[config.mk]
export PLATFORM = sky130hd
export DESIGN_NAME = pipe_ctrl_flat
export DESIGN_NICKNAME = d
export VERILOG_FILES = /design/src/rtl/pipe_ctrl_pkg.sv /design/src/rtl/pipe_ctrl_if.sv /design/src/rtl/pipe_ctrl_bus_wait_timer.sv /design/src/rtl/pipe_ctrl.sv /design/src/flat_wrapper.sv
export SDC_FILE = /design/constraint.sdc
export NUM_CORES = 1
export LEC_CHECK = 0
export BUFFER_PORTS_ARGS = -buffer_cell sky130_fd_sc_hd__buf_2
export CORE_UTILIZATION = 30
export DETAILED_ROUTE_END_ITERATION = 10
export PLACE_DENSITY_LB_ADDON = 0.08
export SLEW_MARGIN = 20
export SYNTH_ARGS = -nofsm -noshare
export SYNTH_HDL_FRONTEND = slang
export SYNTH_HIERARCHICAL = 1
export SYNTH_SLANG_ARGS = --single-unit
export TNS_END_PERCENT = 5
[constraint.sdc]
create_clock -name clk -period 5.9 [get_ports clk]
set_input_delay 0.295 -clock clk [delete_from_list [all_inputs] [get_ports clk]]
set_output_delay 0.295 -clock clk [all_outputs]
set_load 0.01 [all_outputs]
[src/rtl/pipe_ctrl_pkg.sv]
// Shared types and constants for the pipeline hold/flush scheduler.
// Imported by the controller and its bus-wait timer.
package pipe_ctrl_pkg;

  typedef enum logic [1:0] {
    ST_RUN,
    ST_BUS_WAIT,
    ST_EX_WAIT,
    ST_FLUSH
  } state_e;

  localparam logic HOLD_ON  = 1'b1;
  localparam logic FLUSH_ON = 1'b1;

  localparam int WAIT_CNT_W = 8;

  function automatic logic src_hit(
    input logic       used,
    input logic [4:0] rs,
    input logic [4:0] rd
  );
    return used && (rs == rd);
  endfunction

endpackage

[src/rtl/pipe_ctrl_if.sv]
// Hazard inputs and hold/flush controls between pipeline and scheduler.
// master = pipeline side, slave = pipe_ctrl.
interface pipe_ctrl_if;
  logic [4:0]  id_rs1_addr_i;
  logic [4:0]  id_rs2_addr_i;
  logic        id_rs1_used_i;
  logic        id_rs2_used_i;
  logic        ex_is_load_i;
  logic        ex_regw_enable_i;
  logic [4:0]  ex_rd_addr_i;
  logic        ex_jump_flag_i;
  logic [31:0] ex_jump_addr_i;
  logic        ex_busy_i;
  logic        bus_req_i;
  logic        bus_gnt_i;
  logic        hold_pc_o;
  logic        hold_if_id_o;
  logic        hold_id_ex_o;
  logic        hold_ex_o;
  logic        flush_if_id_o;
  logic        flush_id_ex_o;
  logic        jump_flag_o;
  logic [31:0] jump_addr_o;
  logic        bus_timeout_o;
  logic [31:0] stall_cnt_o;

  modport master (
    output id_rs1_addr_i, id_rs2_addr_i,
    output id_rs1_used_i, id_rs2_used_i,
    output ex_is_load_i, ex_regw_enable_i,
    output ex_rd_addr_i, ex_jump_flag_i,
    output ex_jump_addr_i, ex_busy_i,
    output bus_req_i, bus_gnt_i,
    input  hold_pc_o, hold_if_id_o,
    input  hold_id_ex_o, hold_ex_o,
    input  flush_if_id_o, flush_id_ex_o,
    input  jump_flag_o, jump_addr_o,
    input  bus_timeout_o, stall_cnt_o
  );

  modport slave (
    input  id_rs1_addr_i, id_rs2_addr_i,
    input  id_rs1_used_i, id_rs2_used_i,
    input  ex_is_load_i, ex_regw_enable_i,
    input  ex_rd_addr_i, ex_jump_flag_i,
    input  ex_jump_addr_i, ex_busy_i,
    input  bus_req_i, bus_gnt_i,
    output hold_pc_o, hold_if_id_o,
    output hold_id_ex_o, hold_ex_o,
    output flush_if_id_o, flush_id_ex_o,
    output jump_flag_o, jump_addr_o,
    output bus_timeout_o, stall_cnt_o
  );
endinterface

[src/rtl/pipe_ctrl_bus_wait_timer.sv]
// Counts consecutive ungranted bus cycles and pulses on the last one.
// The count restarts after the pulse or any cycle without a wait.
module pipe_ctrl_bus_wait_timer
  import pipe_ctrl_pkg::*;
#(
  parameter int BUS_TIMEOUT = 16
) (
  input  logic clk,
  input  logic rst,
  input  logic i_wait,
  output logic o_timeout
);

  localparam logic [WAIT_CNT_W-1:0] LAST =
    WAIT_CNT_W'(BUS_TIMEOUT - 1);

  logic [WAIT_CNT_W-1:0] r_cnt;

  assign o_timeout = i_wait && (r_cnt == LAST);

  always_ff @(posedge clk) begin
    if (rst || !i_wait || o_timeout)
      r_cnt <= '0;
    else
      r_cnt <= r_cnt + 1'b1;
  end

endmodule

[src/rtl/pipe_ctrl.sv]
// Pipeline hold/flush scheduler: bus wait > EX busy > jump > load-use.
// Drives per-stage holds, flushes, PC redirect and stall counter.
module pipe_ctrl
  import pipe_ctrl_pkg::*;
#(
  parameter int FLUSH_CYCLES = 2,
  parameter int BUS_TIMEOUT  = 16
) (
  input  logic       clk,
  input  logic       rst,
  pipe_ctrl_if.slave bus
);

  state_e      r_state, w_state_nxt;
  logic [1:0]  r_fcnt, w_fcnt_nxt;
  logic [31:0] r_stall;

  logic w_bus_wait, w_load_use, w_timeout;
  logic w_fpend;
  logic w_ev_bus, w_ev_busy, w_ev_jump;
  logic w_ev_flush, w_ev_lu;

  logic        w_hold_pc, w_hold_if_id;
  logic        w_hold_id_ex, w_hold_ex;
  logic        w_flush_if_id, w_flush_id_ex;
  logic        w_jf;
  logic [31:0] w_ja;

  assign w_bus_wait = bus.bus_req_i & ~bus.bus_gnt_i;

  assign w_load_use = bus.ex_is_load_i
    & bus.ex_regw_enable_i
    & (bus.ex_rd_addr_i != 5'd0)
    & (src_hit(bus.id_rs1_used_i,
               bus.id_rs1_addr_i,
               bus.ex_rd_addr_i)
     | src_hit(bus.id_rs2_used_i,
               bus.id_rs2_addr_i,
               bus.ex_rd_addr_i));

  assign w_fpend = (r_fcnt != 2'd0);

  // Mutually exclusive events in priority order
  assign w_ev_bus   = w_bus_wait;
  assign w_ev_busy  = ~w_bus_wait & bus.ex_busy_i;
  assign w_ev_jump  = ~w_bus_wait & ~bus.ex_busy_i
                    & bus.ex_jump_flag_i;
  assign w_ev_flush = ~w_bus_wait & ~bus.ex_busy_i
                    & ~bus.ex_jump_flag_i & w_fpend;
  assign w_ev_lu    = ~w_bus_wait & ~bus.ex_busy_i
                    & ~bus.ex_jump_flag_i & ~w_fpend
                    & w_load_use;

  pipe_ctrl_bus_wait_timer #(
    .BUS_TIMEOUT(BUS_TIMEOUT)
  ) u_bus_wait_timer (
    .clk      (clk),
    .rst      (rst),
    .i_wait   (w_bus_wait),
    .o_timeout(w_timeout)
  );

  always_comb begin
    w_state_nxt   = r_state;
    w_fcnt_nxt    = r_fcnt;
    w_hold_pc     = 1'b0;
    w_hold_if_id  = 1'b0;
    w_hold_id_ex  = 1'b0;
    w_hold_ex     = 1'b0;
    w_flush_if_id = 1'b0;
    w_flush_id_ex = 1'b0;
    w_jf          = 1'b0;
    w_ja          = 32'd0;
    if (rst) begin
      w_flush_if_id = FLUSH_ON;
      w_flush_id_ex = FLUSH_ON;
      w_state_nxt   = ST_RUN;
      w_fcnt_nxt    = 2'd0;
    end else begin
      unique case (1'b1)
        w_ev_bus: begin
          if (w_timeout) begin
            w_state_nxt = w_fpend ? ST_FLUSH : ST_RUN;
          end else begin
            w_hold_pc    = HOLD_ON;
            w_hold_if_id = HOLD_ON;
            w_hold_id_ex = HOLD_ON;
            w_hold_ex    = HOLD_ON;
            w_state_nxt  = ST_BUS_WAIT;
          end
        end
        w_ev_busy: begin
          w_hold_pc    = HOLD_ON;
          w_hold_if_id = HOLD_ON;
          w_hold_id_ex = HOLD_ON;
          w_state_nxt  = (r_state == ST_FLUSH) ?
                         ST_FLUSH : ST_EX_WAIT;
        end
        w_ev_jump: begin
          w_jf          = 1'b1;
          w_ja          = bus.ex_jump_addr_i;
          w_flush_if_id = FLUSH_ON;
          w_flush_id_ex = FLUSH_ON;
          w_fcnt_nxt    = 2'(FLUSH_CYCLES - 1);
          w_state_nxt   = (FLUSH_CYCLES > 1) ?
                          ST_FLUSH : ST_RUN;
        end
        w_ev_flush: begin
          w_flush_if_id = FLUSH_ON;
          w_fcnt_nxt    = r_fcnt - 2'd1;
          w_state_nxt   = (r_fcnt == 2'd1) ?
                          ST_RUN : ST_FLUSH;
        end
        w_ev_lu: begin
          w_hold_pc     = HOLD_ON;
          w_hold_if_id  = HOLD_ON;
          w_flush_id_ex = FLUSH_ON;
          w_state_nxt   = ST_RUN;
        end
        default: w_state_nxt = ST_RUN;
      endcase
    end
  end

  always_ff @(posedge clk) begin
    if (rst) begin
      r_state <= ST_RUN;
      r_fcnt  <= 2'd0;
      r_stall <= 32'd0;
    end else begin
      r_state <= w_state_nxt;
      r_fcnt  <= w_fcnt_nxt;
      if (w_hold_pc)
        r_stall <= r_stall + 32'd1;
    end
  end

  assign bus.hold_pc_o     = w_hold_pc;
  assign bus.hold_if_id_o  = w_hold_if_id;
  assign bus.hold_id_ex_o  = w_hold_id_ex;
  assign bus.hold_ex_o     = w_hold_ex;
  assign bus.flush_if_id_o = w_flush_if_id;
  assign bus.flush_id_ex_o = w_flush_id_ex;
  assign bus.jump_flag_o   = w_jf;
  assign bus.jump_addr_o   = w_ja;
  assign bus.bus_timeout_o = w_ev_bus & w_timeout;
  assign bus.stall_cnt_o   = r_stall;

endmodule
[src/flat_wrapper.sv]
// flat-port wrapper written by rule: the top's interface ports become plain ports
module pipe_ctrl_flat import pipe_ctrl_pkg::*;
#(
  parameter int FLUSH_CYCLES = 2,
  parameter int BUS_TIMEOUT  = 16
)
  (clk, rst, bus_id_rs1_addr_i, bus_id_rs2_addr_i, bus_id_rs1_used_i, bus_id_rs2_used_i, bus_ex_is_load_i, bus_ex_regw_enable_i, bus_ex_rd_addr_i, bus_ex_jump_flag_i, bus_ex_jump_addr_i, bus_ex_busy_i, bus_bus_req_i, bus_bus_gnt_i, bus_hold_pc_o, bus_hold_if_id_o, bus_hold_id_ex_o, bus_hold_ex_o, bus_flush_if_id_o, bus_flush_id_ex_o, bus_jump_flag_o, bus_jump_addr_o, bus_bus_timeout_o, bus_stall_cnt_o);
  pipe_ctrl_if bus_i ();
  input  logic clk;
  input  logic rst;
  input wire logic [$bits(bus_i.id_rs1_addr_i)-1:0] bus_id_rs1_addr_i;
  input wire logic [$bits(bus_i.id_rs2_addr_i)-1:0] bus_id_rs2_addr_i;
  input wire logic [$bits(bus_i.id_rs1_used_i)-1:0] bus_id_rs1_used_i;
  input wire logic [$bits(bus_i.id_rs2_used_i)-1:0] bus_id_rs2_used_i;
  input wire logic [$bits(bus_i.ex_is_load_i)-1:0] bus_ex_is_load_i;
  input wire logic [$bits(bus_i.ex_regw_enable_i)-1:0] bus_ex_regw_enable_i;
  input wire logic [$bits(bus_i.ex_rd_addr_i)-1:0] bus_ex_rd_addr_i;
  input wire logic [$bits(bus_i.ex_jump_flag_i)-1:0] bus_ex_jump_flag_i;
  input wire logic [$bits(bus_i.ex_jump_addr_i)-1:0] bus_ex_jump_addr_i;
  input wire logic [$bits(bus_i.ex_busy_i)-1:0] bus_ex_busy_i;
  input wire logic [$bits(bus_i.bus_req_i)-1:0] bus_bus_req_i;
  input wire logic [$bits(bus_i.bus_gnt_i)-1:0] bus_bus_gnt_i;
  output wire logic [$bits(bus_i.hold_pc_o)-1:0] bus_hold_pc_o;
  output wire logic [$bits(bus_i.hold_if_id_o)-1:0] bus_hold_if_id_o;
  output wire logic [$bits(bus_i.hold_id_ex_o)-1:0] bus_hold_id_ex_o;
  output wire logic [$bits(bus_i.hold_ex_o)-1:0] bus_hold_ex_o;
  output wire logic [$bits(bus_i.flush_if_id_o)-1:0] bus_flush_if_id_o;
  output wire logic [$bits(bus_i.flush_id_ex_o)-1:0] bus_flush_id_ex_o;
  output wire logic [$bits(bus_i.jump_flag_o)-1:0] bus_jump_flag_o;
  output wire logic [$bits(bus_i.jump_addr_o)-1:0] bus_jump_addr_o;
  output wire logic [$bits(bus_i.bus_timeout_o)-1:0] bus_bus_timeout_o;
  output wire logic [$bits(bus_i.stall_cnt_o)-1:0] bus_stall_cnt_o;
  assign bus_i.id_rs1_addr_i = bus_id_rs1_addr_i;
  assign bus_i.id_rs2_addr_i = bus_id_rs2_addr_i;
  assign bus_i.id_rs1_used_i = bus_id_rs1_used_i;
  assign bus_i.id_rs2_used_i = bus_id_rs2_used_i;
  assign bus_i.ex_is_load_i = bus_ex_is_load_i;
  assign bus_i.ex_regw_enable_i = bus_ex_regw_enable_i;
  assign bus_i.ex_rd_addr_i = bus_ex_rd_addr_i;
  assign bus_i.ex_jump_flag_i = bus_ex_jump_flag_i;
  assign bus_i.ex_jump_addr_i = bus_ex_jump_addr_i;
  assign bus_i.ex_busy_i = bus_ex_busy_i;
  assign bus_i.bus_req_i = bus_bus_req_i;
  assign bus_i.bus_gnt_i = bus_bus_gnt_i;
  assign bus_hold_pc_o = bus_i.hold_pc_o;
  assign bus_hold_if_id_o = bus_i.hold_if_id_o;
  assign bus_hold_id_ex_o = bus_i.hold_id_ex_o;
  assign bus_hold_ex_o = bus_i.hold_ex_o;
  assign bus_flush_if_id_o = bus_i.flush_if_id_o;
  assign bus_flush_id_ex_o = bus_i.flush_id_ex_o;
  assign bus_jump_flag_o = bus_i.jump_flag_o;
  assign bus_jump_addr_o = bus_i.jump_addr_o;
  assign bus_bus_timeout_o = bus_i.bus_timeout_o;
  assign bus_stall_cnt_o = bus_i.stall_cnt_o;
  pipe_ctrl #(.FLUSH_CYCLES(FLUSH_CYCLES), .BUS_TIMEOUT(BUS_TIMEOUT)) u_core (.clk(clk), .rst(rst), .bus(bus_i));
endmodule
== After elaboration in Yosys (flattened, before gate mapping) ==
Index checks and enable logic that the tools add are counted.

* Add/subtract/negate cells: 3
* Equality and inequality tests: 3
* Muxes and demuxes: 16
* Bitwise gates (word level): 18
* Reductions and logical operators: 12

{| class="wikitable"
|+ Operators with widths
! kind !! count
|-
| $mux W32 || 2
|-
| $add A32 B1 Y32 const B || 1
|-
| $and A1 B1 Y1 || 12
|-
| $mux W1 || 11
|-
| $eq A5 B5 Y1 || 2
|-
| $add A8 B1 Y8 const B || 1
|-
| $eq A8 B4 Y1 const B || 1
|-
| $reduce_or A2 Y1 || 3
|-
| $not A1 Y1 || 5
|-
| $reduce_bool A5 Y1 || 1
|-
| $pmux W1 S2 || 2
|-
| $pmux W2 S2 || 1
|-
| $reduce_bool A2 Y1 || 2
|-
| $logic_and A1 B1 Y1 || 3
|-
| $logic_or A1 B1 Y1 || 2
|-
| $sub A2 B1 Y2 const B || 1
|-
| $logic_not A1 Y1 || 1
|-
| $or A1 B1 Y1 || 1
|}

* Flip-flop bits (word level): 42
* Input bits: 57
* Output and inout port bits: 72

== Depth between registers and ports, before layout ==
Gate-level depths: netlist of run 1.

* Word-level depth: 10
* Depth in mapped cells: 10
* Depth with buffers taken out: 9

== Cells and area by module ==
Netlist of run 1, hierarchy kept.

{| class="wikitable"
|+ By module, submodules not included
! module !! times used !! cells each !! area each (µm²)
|-
| pipe_ctrl || 1 || 275 || 2095.8
|-
| pipe_ctrl_bus_wait_timer || 1 || 39 || 349.1
|}

== Worst setup path before layout of run 1 ==
Ideal clock, no wire load.

* Path kind: flip-flop to flip-flop
* Start: register u_core.u_bus_wait_timer.r_cnt[0]
* End: register u_core.r_stall[25] (netlist: u_core/bus.stall_cnt_o[25])
* Arrival time: 2.524 ns
* Setup slack: 3.305 ns
* Stages on the path, launching flop included: 11
* Path buffers: 1
* Cells stage by stage: dfxtp_1 -> ha_1 -> and3_2 -> and3_1 -> and3b_1 -> a211oi_2 -> and4_1 -> a31oi_2 -> clkbuf_1 -> or3_1 -> a21oi_1

* Cells in the longest elaborated chain, start to end: 5

{| class="wikitable"
|+ RTL lines
! what !! RTL line !! source
|-
| start, declared || pipe_ctrl_bus_wait_timer.sv:17 || <nowiki>logic [WAIT_CNT_W-1:0] r_cnt;</nowiki>
|-
| start signal, assigned || pipe_ctrl_bus_wait_timer.sv:25 || <nowiki>r_cnt <= r_cnt + 1'b1;</nowiki>
|-
| $eq A8 B4 Y1 || pipe_ctrl_bus_wait_timer.sv:19 || <nowiki>assign o_timeout = i_wait && (r_cnt == LAST);</nowiki>
|-
| $logic_and A1 B1 Y1 || pipe_ctrl_bus_wait_timer.sv:19 ||
|-
| via u_core.w_timeout || pipe_ctrl.sv:18 || <nowiki>logic w_bus_wait, w_load_use, w_timeout;</nowiki>
|-
| $mux W1 || pipe_ctrl.sv:82 || <nowiki>if (w_timeout) begin</nowiki>
|-
| $pmux W1 S2 || pipe_ctrl.sv:80 || <nowiki>unique case (1'b1)</nowiki>
|-
| $mux W1 || pipe_ctrl.sv:74 || <nowiki>if (rst) begin</nowiki>
|-
| end signal, assigned || pipe_ctrl.sv:134 || <nowiki>r_stall <= r_stall + 32'd1;</nowiki>
|-
| end, declared || pipe_ctrl.sv:16 || <nowiki>logic [31:0] r_stall;</nowiki>
|}

The timed path passes the listed nets, and every way through them passes these cells.
A chain may end at the register's enable or synchronous reset.

== Final worst setup path of run 1 ==
* Start: register u_core.u_bus_wait_timer.r_cnt[5]
* End: register u_core.r_stall[21] (netlist: u_core/bus.stall_cnt_o[21])

The elaborated chain is that of the path after synthesis.

==> results of run 1 <==
-- critical path, cell delays in order, from the launching register on --
cell	delay, ns
dfxtp_1	0.35
nor4_1	0.47
and3_1	0.24
and3b_1	0.20
a211oi_2	0.09
and4_1	0.28
a31oi_2	0.75
o21ai_0	0.24
a21oi_1	0.16
-- cell usage in the layout (no fill, tap or decap), types with 3 or more instances in the layout --
| cell type | count |
|---|---|
| a21oi_1 | 34 |
| and2_1 | 34 |
| and3_1 | 5 |
| and4_1 | 4 |
| buf_2 | 128 |
| clkbuf_8 | 5 |
| dfxtp_1 | 42 |
| ha_1 | 3 |
| inv_1 | 9 |
| nand2_1 | 16 |
| nand3_1 | 17 |
| nand3b_1 | 3 |
| nand4_1 | 12 |
| nor2_1 | 15 |
| nor3_1 | 3 |
| o21ai_0 | 31 |
| or3_1 | 27 |
| or4_1 | 3 |
| xnor2_1 | 11 |
-- layer usage --
layer	up-vias	routed length, um
met2	75	3120
li1	1379	-
met1	1207	3300
met5	-	0
met3	2	339
met4	0	14
-- final timing paths --
check	to	slack [ns]	cells past startpoint
worst min-delay path	u_core/r_fcnt[0]	0.36	4
worst max-delay path	u_core/bus.stall_cnt_o[21]	3.04	8
worst max register to register	u_core/bus.stall_cnt_o[21]	3.04	8
worst min register to register	u_core/u_bus_wait_timer/r_cnt[0]	0.47	1
-- report_power, final --
part | switching (W) | total [W] | internal, W | leakage, nW
registers | 0.00000275 | 0.000288 | 0.000286 | 0.339
logic | 0.0000342 | 0.0000679 | 0.0000337 | 0.999
clock network | 0.000109 | 0.000193 | 0.0000835 | 0.0483
-- flip-flops by register name, summed over array words and instances (netlist names) --
signal                         count
u_core/bus.stall_cnt_o            32
u_core/r_fcnt                      2
u_core/u_bus_wait_timer/r_cnt      8
-- through the flow --
step           utilization [%]  cells  area (um2)  total power (W)  setup WS, ns
6_report                  41.7    539        3250         0.000549          3.04
5_1_grt                   41.7    539        3250         0.000575          2.75
4_1_cts                   41.7    539        3250         0.000556          3.09
3_5_place_dp              40.5    531        3160         0.000364          3.11
3_3_place_gp              40.5    531        3160         0.000364          3.19
2_1_floorplan                -    314        2440         0.000330          3.31
-- layout make-up --
class | instances | area, um2
fillers | 839 | 4560
multi-input cells | 247 | 1500
flip-flops and latches | 42 | 841
repair buffers | 130 | 656
well taps | 102 | 128
clock buffers | 5 | 68.8
inverters | 10 | 37.5
clock inverters | 3 | 18.8
-- cells by family after synthesis --
kind of cell | Yosys count | synth area share, %
xor gates and xnor gates | 13 | 4.66
and+or+nand+nor | 150 | 36.1
adders and majority gates | 3 | 1.54
buffers and inverters | 25 | 4.15
AOI/OAI and AO/OA | 80 | 18.8
DFF | 42 | 34.4
muxes | 1 | 0.409
==> qor.yml, run 1 <==
status:
  status: "finished clean"
sta:
  hold_viol: 0
  finalSetupTns_ns: 0
  relSlewSlack_pct: 30.9
  max_freq_ghz: 0.350
  hold-worst-slack_ns: 0.359
  fin_crit_ns: 2.86
  rsz0062_at_grt: "false"
  tightest_slew_ns: 1.03
  skew_ns: 0.0112
  setup_viol: 0
  slew_violations: 0
  finalCritPeriodShare_pct: 48.4
logic_synthesis:
  yosys-top-cells-count: "42 x dfxtp_1, 34 x a21oi_1, 34 x and2_1, 31 x o21ai_0, 27 x or3_1"
  synth_area_leader_cell: "dfxtp_1"
  yosysTopAreaCellShare_pct: 34.4
  async_flop_share_pct: 0
  netlist_top_cells_area: "dfxtp_1 34%, and2_1 8.7%, a21oi_1 7.0%, or3_1 6.9%, o21ai_0 6.3%"
  ys_seq_elements: 42
  synthFlopType: "dfxtp_1"
  ys_seq_area_share_pct: 34.4
  netlist_area_um2: 2440
  avgSynthCellArea_um2: 7.79
  synth_edf_count: 0
  synthCells: 314
  yosys_warnings: 6
  synth.distinct_cells: 48
  post-synth-top-count-cell: "dfxtp_1"
  syn_nets: 374
critical_path:
  crit_path_max_fanout: 24
  critPathLaunch: "u_core/u_bus_wait_timer/r_cnt[5]"
  critPathLaunchType: "flop"
  worst_ep_arrival_time_ns: 3.08
  crit_required_ns: 6.12
  reg2reg_from: "u_core/u_bus_wait_timer/r_cnt[5]"
  cp-end-kind: "flop"
  path_class: "flop to flop"
global_routing:
  track_usage_pct: 15.8
  grt_max_degree: 44
  grt_overflow: 0
  grt_pass1_wl_um: 11000
  met3_usage_pct: 3.07
  grt-busiest-layer: "met2"
  met2_usage_pct: 24.9
  grt_pass1_vias: 2275
  antenna_found_initial: 0
  grtUsageMet1_pct: 22.4
power_and_ir_drop:
  leakagePower_nw: 1.39
  power_density_nw_per_um2: 169
  worst_ir_drop_vdd_v: 0.0000828
die:
  core_area_um2: 7810
  die_y_um: 92.3
  initial_core_util_pct: 31.3
  die_w_um: 92.3
  dieArea_um2: 8510
  rows: 32
  ioPinCount: 129
final_layout:
  syn2layout_area_growth_pct: 33.0
  n_antenna_cell: 0
  drive_above_1_share_pct: 34.8
  fin_nets: 496
placement:
  place_hpwl_um: 5000
  portBuffers: 128
  place_congestion: 0.716
clocking:
  ctsResizeCount: 0
  clock_latency_ns: 0.30
  clockRootBuffer: "clkbuf_8"
  cts_buffers: 5
  clockBufferDepth: 2
  clock_sinks: 42
  path_clk_slew_ns: 0.09
  hold_buffers: 0
  cts_max_level: 2
  post-cts-setup-buffers: 0
  tritoncts: "yes"
routing:
  drt-initial-drc-count: 77
  vias: 2663
  wl_um: 6770
  wl_per_cell_um: 12.6
  route.detailed.drc: 0
  firstDrtPassIters: 6
  viasPerCell: 4.94
  ant_nets: 0
worst_hold_path:
  holdCritStartpoint: "bus_ex_busy_i"
  hp-class: "input port to flop"
run:
  maxCapViolations: 0
(Power assumes the default switching activity.)
==> inputs of run 2 (changes only) <==
Settings changed: ABC_AREA set to 1.
Clock period 5.9 ns to 2.4 ns, I/O delays scaled along.
==> qor.yml, run 2 <==
status:
  status: "finished clean"
clocking:
  tritoncts: "yes"
  clockRootBuffer: "clkbuf_8"
  clock_latency_ns: 0.29  # about the same
  ctsResizeCount: 0  # unchanged
  path_clk_slew_ns: 0.08  # about the same
  cts_buffers: 5  # unchanged
  post-cts-setup-buffers: 0  # unchanged
  hold_buffers: 0  # unchanged
  clock_sinks: 42  # unchanged
  clockBufferDepth: 2  # unchanged
  cts_max_level: 2  # unchanged
final_layout:
  largest_reg_flops: 32  # unchanged
  seq_area_um2: 841  # unchanged
  layout_common_cells: "188 x nand2_1, 128 x buf_2, 83 x nor2_1"
  drive_above_1_share_pct: 24.7  # -10 points
  fin_nets: 728  # +47%
  multi_input_area_um2: 2030  # +35%
  final_core_util_pct: 38.9  # -2.7 points
  mostFrequentLayoutCell: "nand2_1"
  syn2layout_area_growth_pct: 26.1
  n_antenna_cell: 0  # unchanged
  fill_cells: 1143  # +36%
placement:
  place_hpwl_um: 7550  # +51%
  portBuffers: 128  # unchanged
  place_congestion: 0.884  # +23%
critical_path:
  worst_ep_arrival_time_ns: 1.99  # -1.09 ns
  reg2reg_from: "u_core/u_bus_wait_timer/r_cnt[0]"
  critPathLaunch: "u_core/u_bus_wait_timer/r_cnt[0]"
  cp-end-kind: "output pin"
  crit_path_max_fanout: 33  # +38%
  critPathLaunchType: "flop"
  crit_required_ns: 2.28  # -3.84 ns
  path_class: "flop to output pin"
logic_synthesis:
  synth_fa_ha_area_share_pct: 1.18  # -0.36 points
  post-synth-top-count-cell: "nand2_1"
  synth_top_family_by_area: "simple AND/OR/NAND/NOR gates"
  async_flop_share_pct: 0  # unchanged
  avgSynthCellArea_um2: 5.82  # -25%
  synth-xor-area-share_pct: 4.67  # +0.015 points
  yosys-top-cells-count: "188 x nand2_1, 83 x nor2_1, 52 x inv_1, 48 x nand3_1, 42 x dfxtp_1"
  ys_seq_area_share_pct: 26.4  # -8.0 points
  synth-compound-area-share_pct: 6.24  # -13 points
  synth.distinct_cells: 27  # -44%
  synthCells: 548  # +75%
  yosys_warnings: 6  # unchanged
  synthSimpleGateAreaFrac_pct: 51.6  # +16 points
  synth_edf_count: 0  # unchanged
  synth_mux_area_share_pct: 0  # -0.41 points
  netlist_area_um2: 3190  # +30%
  synthFlopType: "dfxtp_1"
  syn_nets: 608  # +63%
  yosysTopAreaCellShare_pct: 26.4  # -8.0 points
  ys_seq_elements: 42  # unchanged
  netlist_top_cells_area: "dfxtp_1 26%, nand2_1 22%, nor2_1 9.8%, nand3_1 7.5%, inv_1 6.1%"
  synth_area_leader_cell: "dfxtp_1"
power_and_ir_drop:
  p_clk_share_pct: 34.4  # -0.7 points
  worst_ir_drop_vdd_v: 0.000198  # +140%
  leakagePower_nw: 1.91  # +38%
  combPwrFrac_pct: 15.4  # +3.0 points
  power_frac_seq_pct: 50.2  # -2.3 points
  internal_power_w: 0.00102  # +150%
  p_sw_w: 0.000392  # +170%
  power.share.switching_pct: 27.8  # +1.2 points
  power_density_nw_per_um2: 351  # +110%
global_routing:
  grt_pass1_wl_um: 16500  # +50%
  grt_overflow: 0  # unchanged
  grt_pass1_vias: 3500  # +54%
  antenna_found_initial: 0  # unchanged
  grt_max_degree: 67  # +52%
  track_usage_pct: 18.4  # +2.6 points
sta:
  hold_viol: 0  # unchanged
  slew_violations: 0  # unchanged
  max_freq_ghz: 0.474
  relSlewSlack_pct: 46.4  # +15 points
  fin_crit_ns: 2.11
  tightest_slew_ns: 0.804  # -0.229 ns
  rsz0062_at_grt: "false"
  finalCritPeriodShare_pct: 87.8
  setup_viol: 0  # unchanged
  finalSetupTns_ns: 0  # unchanged
  skew_ns: 0.00561  # -0.00556 ns
routing:
  wl_per_cell_um: 12.3  # -2.2%
  vias: 3678  # +38%
  wl_um: 9890  # +46%
  ant_nets: 0  # unchanged
  route.detailed.drc: 0  # unchanged
  firstDrtPassIters: 4  # -2
  viasPerCell: 4.57  # -7.5%
  drt-initial-drc-count: 124  # +61%
die:
  rows: 37  # +16%
  die_y_um: 105  # +14%
  core_area_um2: 10300  # +32%
  ioPinCount: 129  # unchanged
  initial_core_util_pct: 30.9  # -0.45 points
  dieArea_um2: 11000  # +30%
  die_w_um: 105  # +14%
worst_hold_path:
  holdCritStartpoint: "bus_ex_jump_flag_i"
  hp-class: "input port to flop"
run:
  maxCapViolations: 0  # unchanged
run 2: routing by layer:
metal	track usage, %	wire length, um
met2	33.6	4770
met4	3.62	68
met1	22.7	4520
met3	3.06	528
met5	0	0
run 2: power groups by stage:
| stage | Combinational [W] | Clock (W) | Sequential (W) |
|---|---|---|---|
| 3_3_place_gp | 0.000218 | 0 | 0.000724 |
| 4_1_cts | 0.000221 | 0.000508 | 0.000708 |
| 3_5_place_dp | 0.000221 | 0 | 0.000724 |
| 6_report | 0.000217 | 0.000485 | 0.000708 |
| 2_1_floorplan | 0.000127 | 0 | 0.000725 |
| 5_1_grt | 0.000248 | 0.000528 | 0.000709 |
run 2: area by class of cell:
type | instances | share of cell area [%]
Multi-Input combinational cell | 431 | 50.5
Sequential cell | 42 | 20.9
Timing Repair Buffer | 133 | 16.9
Inverter | 55 | 5.14
Tap cell | 136 | 4.24
Clock buffer | 7 | 2.15
Clock inverter | 1 | 0.125
run 2: cell families (layout without fill, tap and decap cells):
group / count (synthesis) / count (layout)
xor+xnor: 17 / 17
buf+inv: 75 / 196
compound gates: 39 / 39
fa+ha+maj: 3 / 3
flops: 42 / 42
simple gates: 372 / 372
run 2: final timing paths:
check | to | slack [ns] | cells after the start
max | bus_hold_if_id_o | 0.29 | 9
min | u_core/r_fcnt[1] | 0.18 | 4
max reg2reg | u_core/bus.stall_cnt_o[23] | 0.58 | 10
min reg2reg | u_core/u_bus_wait_timer/r_cnt[7] | 0.46 | 2
run 2: critical path, stage by stage, from the launching register on:
cell     delay (ns)
dfxtp_1        0.37
ha_1           0.24
nand3_2        0.10
nor2_2         0.12
nand2_2        0.08
inv_1          0.07
nand2_1        0.06
nand3_1        0.15
nand2_4        0.25
buf_2          0.23
run 2: metrics by stage:
step                total power (W)  area (um2)  worst slack [ns]  hold WS [ns]  std cells
floorplan                  0.000852        3190             0.730         0.333        548
global placement           0.000942        3930             0.620         0.443        797
detailed placement         0.000945        3930             0.561         0.455        797
CTS                         0.00144        4020             0.247         0.173        805
global route                0.00149        4020            0.0930         0.225        805
finish                      0.00141        4020             0.292         0.183        805
==> inputs of run 3 (changes only) <==
Settings changed: CORE_UTILIZATION 30 to 52.
Clock period 2.4 ns to 2.5 ns, I/O delays scaled along.
==> qor.yml, run 3 (synthesis gave the netlist of run 2 again) <==
sta:
  finalSetupTns_ns: 0  # unchanged
  slew_violations: 0  # unchanged
  tightest_slew_ns: 0.662  # -0.142 ns
  fin_crit_ns: 2.15
  hold_viol: 0  # unchanged
  rsz0062_at_grt: "false"
  max_freq_ghz: 0.464
  setup_viol: 0  # unchanged
  skew_ns: 0.0101  # +0.00444 ns
  relSlewSlack_pct: 55.9  # +9.5 points
  finalCritPeriodShare_pct: 86.2
die:
  core_area_um2: 5920  # -43%
  ioPinCount: 129  # unchanged
  dieArea_um2: 6450  # -42%
  die_w_um: 80.3  # -24%
  die_y_um: 80.3  # -24%
  initial_core_util_pct: 53.8  # +23 points
  rows: 28  # -24%
power_and_ir_drop:
  p_sw_w: 0.000376  # -4.1%
  power_frac_seq_pct: 47.7  # -2.5 points
  power.share.switching_pct: 26.4  # -1.4 points
  internal_power_w: 0.00105  # +3.0%
  p_clk_share_pct: 37.8  # +3.4 points
  worst_ir_drop_vdd_v: 0.000274  # +39%
  leakagePower_nw: 1.92  # +0.50%
  power_density_nw_per_um2: 360  # +2.5%
  combPwrFrac_pct: 14.5  # -0.9 points
final_layout:
  n_antenna_cell: 0  # unchanged
  layout_common_cells: "188 x nand2_1, 128 x buf_2, 83 x nor2_1"
  largest_reg_flops: 32  # unchanged
  final_core_util_pct: 66.9  # +28 points
  drive_above_1_share_pct: 24.8  # +0.15 points
  fin_nets: 728  # unchanged
  mostFrequentLayoutCell: "nand2_1"
  syn2layout_area_growth_pct: 24.2
global_routing:
  grt_pass1_wl_um: 14400  # -13%
  grt_max_degree: 67  # unchanged
  grt_pass1_vias: 3313  # -5.3%
  grt_overflow: 0  # unchanged
  antenna_found_initial: 0  # unchanged
  track_usage_pct: 28.3  # +9.8 points
routing:
  viasPerCell: 5.14  # +13%
  route.detailed.drc: 0  # unchanged
  wl_um: 8960  # -9.4%
  ant_nets: 0  # unchanged
  vias: 3826  # +4.0%
  wl_per_cell_um: 12.0  # -2.0%
  drt-initial-drc-count: 188  # +52%
  firstDrtPassIters: 5  # +1
clocking:
  post-cts-setup-buffers: 0  # unchanged
  clockBufferDepth: 2  # unchanged
  clockRootBuffer: "clkbuf_8"
  cts_buffers: 5  # unchanged
  clock_latency_ns: 0.30  # about the same
  clock_sinks: 42  # unchanged
  ctsResizeCount: 0  # unchanged
  cts_max_level: 2  # unchanged
  tritoncts: "yes"
  path_clk_slew_ns: 0.08  # about the same
  hold_buffers: 0  # unchanged
critical_path:
  crit_path_max_fanout: 33  # unchanged
  worst_ep_arrival_time_ns: 2.03  # +0.04 ns
  r2r_setup_slack_ns: 0.60  # +0.02 ns
  r2r-end: "u_core/bus.stall_cnt_o[14]"
  reg2reg_from: "u_core/u_bus_wait_timer/r_cnt[0]"
  path_class: "flop to output pin"
  critPathLaunchType: "flop"
  cp-end-kind: "output pin"
  crit_required_ns: 2.38  # +0.10 ns
  worstRegToRegCells: 10  # unchanged
status:
  status: "finished clean"
worst_hold_path:
  holdPathEnd: "u_core/r_fcnt[1]"
  holdCritStartpoint: "bus_ex_jump_flag_i"
  hp-class: "input port to flop"
  whs_path_depth: 4  # unchanged
placement:
  place_congestion: 0.937  # +6.0%
  place_hpwl_um: 6630  # -12%
  portBuffers: 128  # unchanged
run:
  maxCapViolations: 0  # unchanged
## run 3: through the flow
| stage | worst slack (ns) | std cells | hold WS (ns) | area [um2] | total power (W) |
|---|---|---|---|---|---|
| floorplan | 0.830 | 548 | 0.338 | 3190 | 0.000818 |
| global placement | 0.710 | 736 | 0.443 | 3850 | 0.000895 |
| detailed placement | 0.604 | 736 | 0.453 | 3850 | 0.000902 |
| CTS | 0.344 | 744 | 0.161 | 3960 | 0.00143 |
| global route | 0.199 | 744 | 0.211 | 3960 | 0.00148 |
| finish | 0.346 | 744 | 0.171 | 3960 | 0.00142 |
## run 3: critical path, cell delays in order (launching register included)
cell and delay (ns):
dfxtp_1 0.37, ha_1 0.24, nand3_2 0.11, nor2_2 0.13, nand2_2 0.08, inv_1 0.08, nand2_1 0.07, nand3_1 0.16
nand2_4 0.26, buf_2 0.23
## run 3: area by class of cell
type,count,area (um2)
fillers,566,1960
clock inverters,3,40.0
flip-flops and latches,42,841
inverters,55,206
clock buffers,5,68.8
multi-input cells,431,2030
well taps,75,93.8
repair buffers,133,678
## run 3: how the worst max path moves through the flow
stage / start / end / slack (ns) / cells past startpoint
6_report: u_core/u_bus_wait_timer/r_cnt[0] / bus_hold_if_id_o / 0.35 / 9
5_1_grt: u_core/u_bus_wait_timer/r_cnt[0] / bus_hold_if_id_o / 0.20 / 9
4_1_cts: u_core/u_bus_wait_timer/r_cnt[0] / bus_hold_if_id_o / 0.34 / 9
3_5_place_dp: u_core/u_bus_wait_timer/r_cnt[0] / u_core/bus.stall_cnt_o[14] / 0.60 / 10
3_3_place_gp: u_core/u_bus_wait_timer/r_cnt[0] / u_core/bus.stall_cnt_o[15] / 0.71 / 10
2_1_floorplan: u_core/u_bus_wait_timer/r_cnt[0] / u_core/bus.stall_cnt_o[26] / 0.83 / 10
## run 3: power by group through the flow
| stage | Combinational [W] | Clock, W | Sequential, W |
|---|---|---|---|
| after floorplan | 0.000122 | 0 | 0.000696 |
| after global placement | 0.000201 | 0 | 0.000695 |
| after detailed placement | 0.000207 | 0 | 0.000695 |
| after CTS | 0.000208 | 0.000548 | 0.000679 |
| after global routing | 0.000233 | 0.000571 | 0.000680 |
| final | 0.000207 | 0.000538 | 0.000679 |
## run 3: layer usage
metal,vias to the layer above,global-route usage (%),share of wire (%)
met5,-,0,0
met4,0,11.3,2.3
met3,24,5.23,7.0
met2,172,49.9,48
met1,1670,33.5,43
li1,1960,-,-
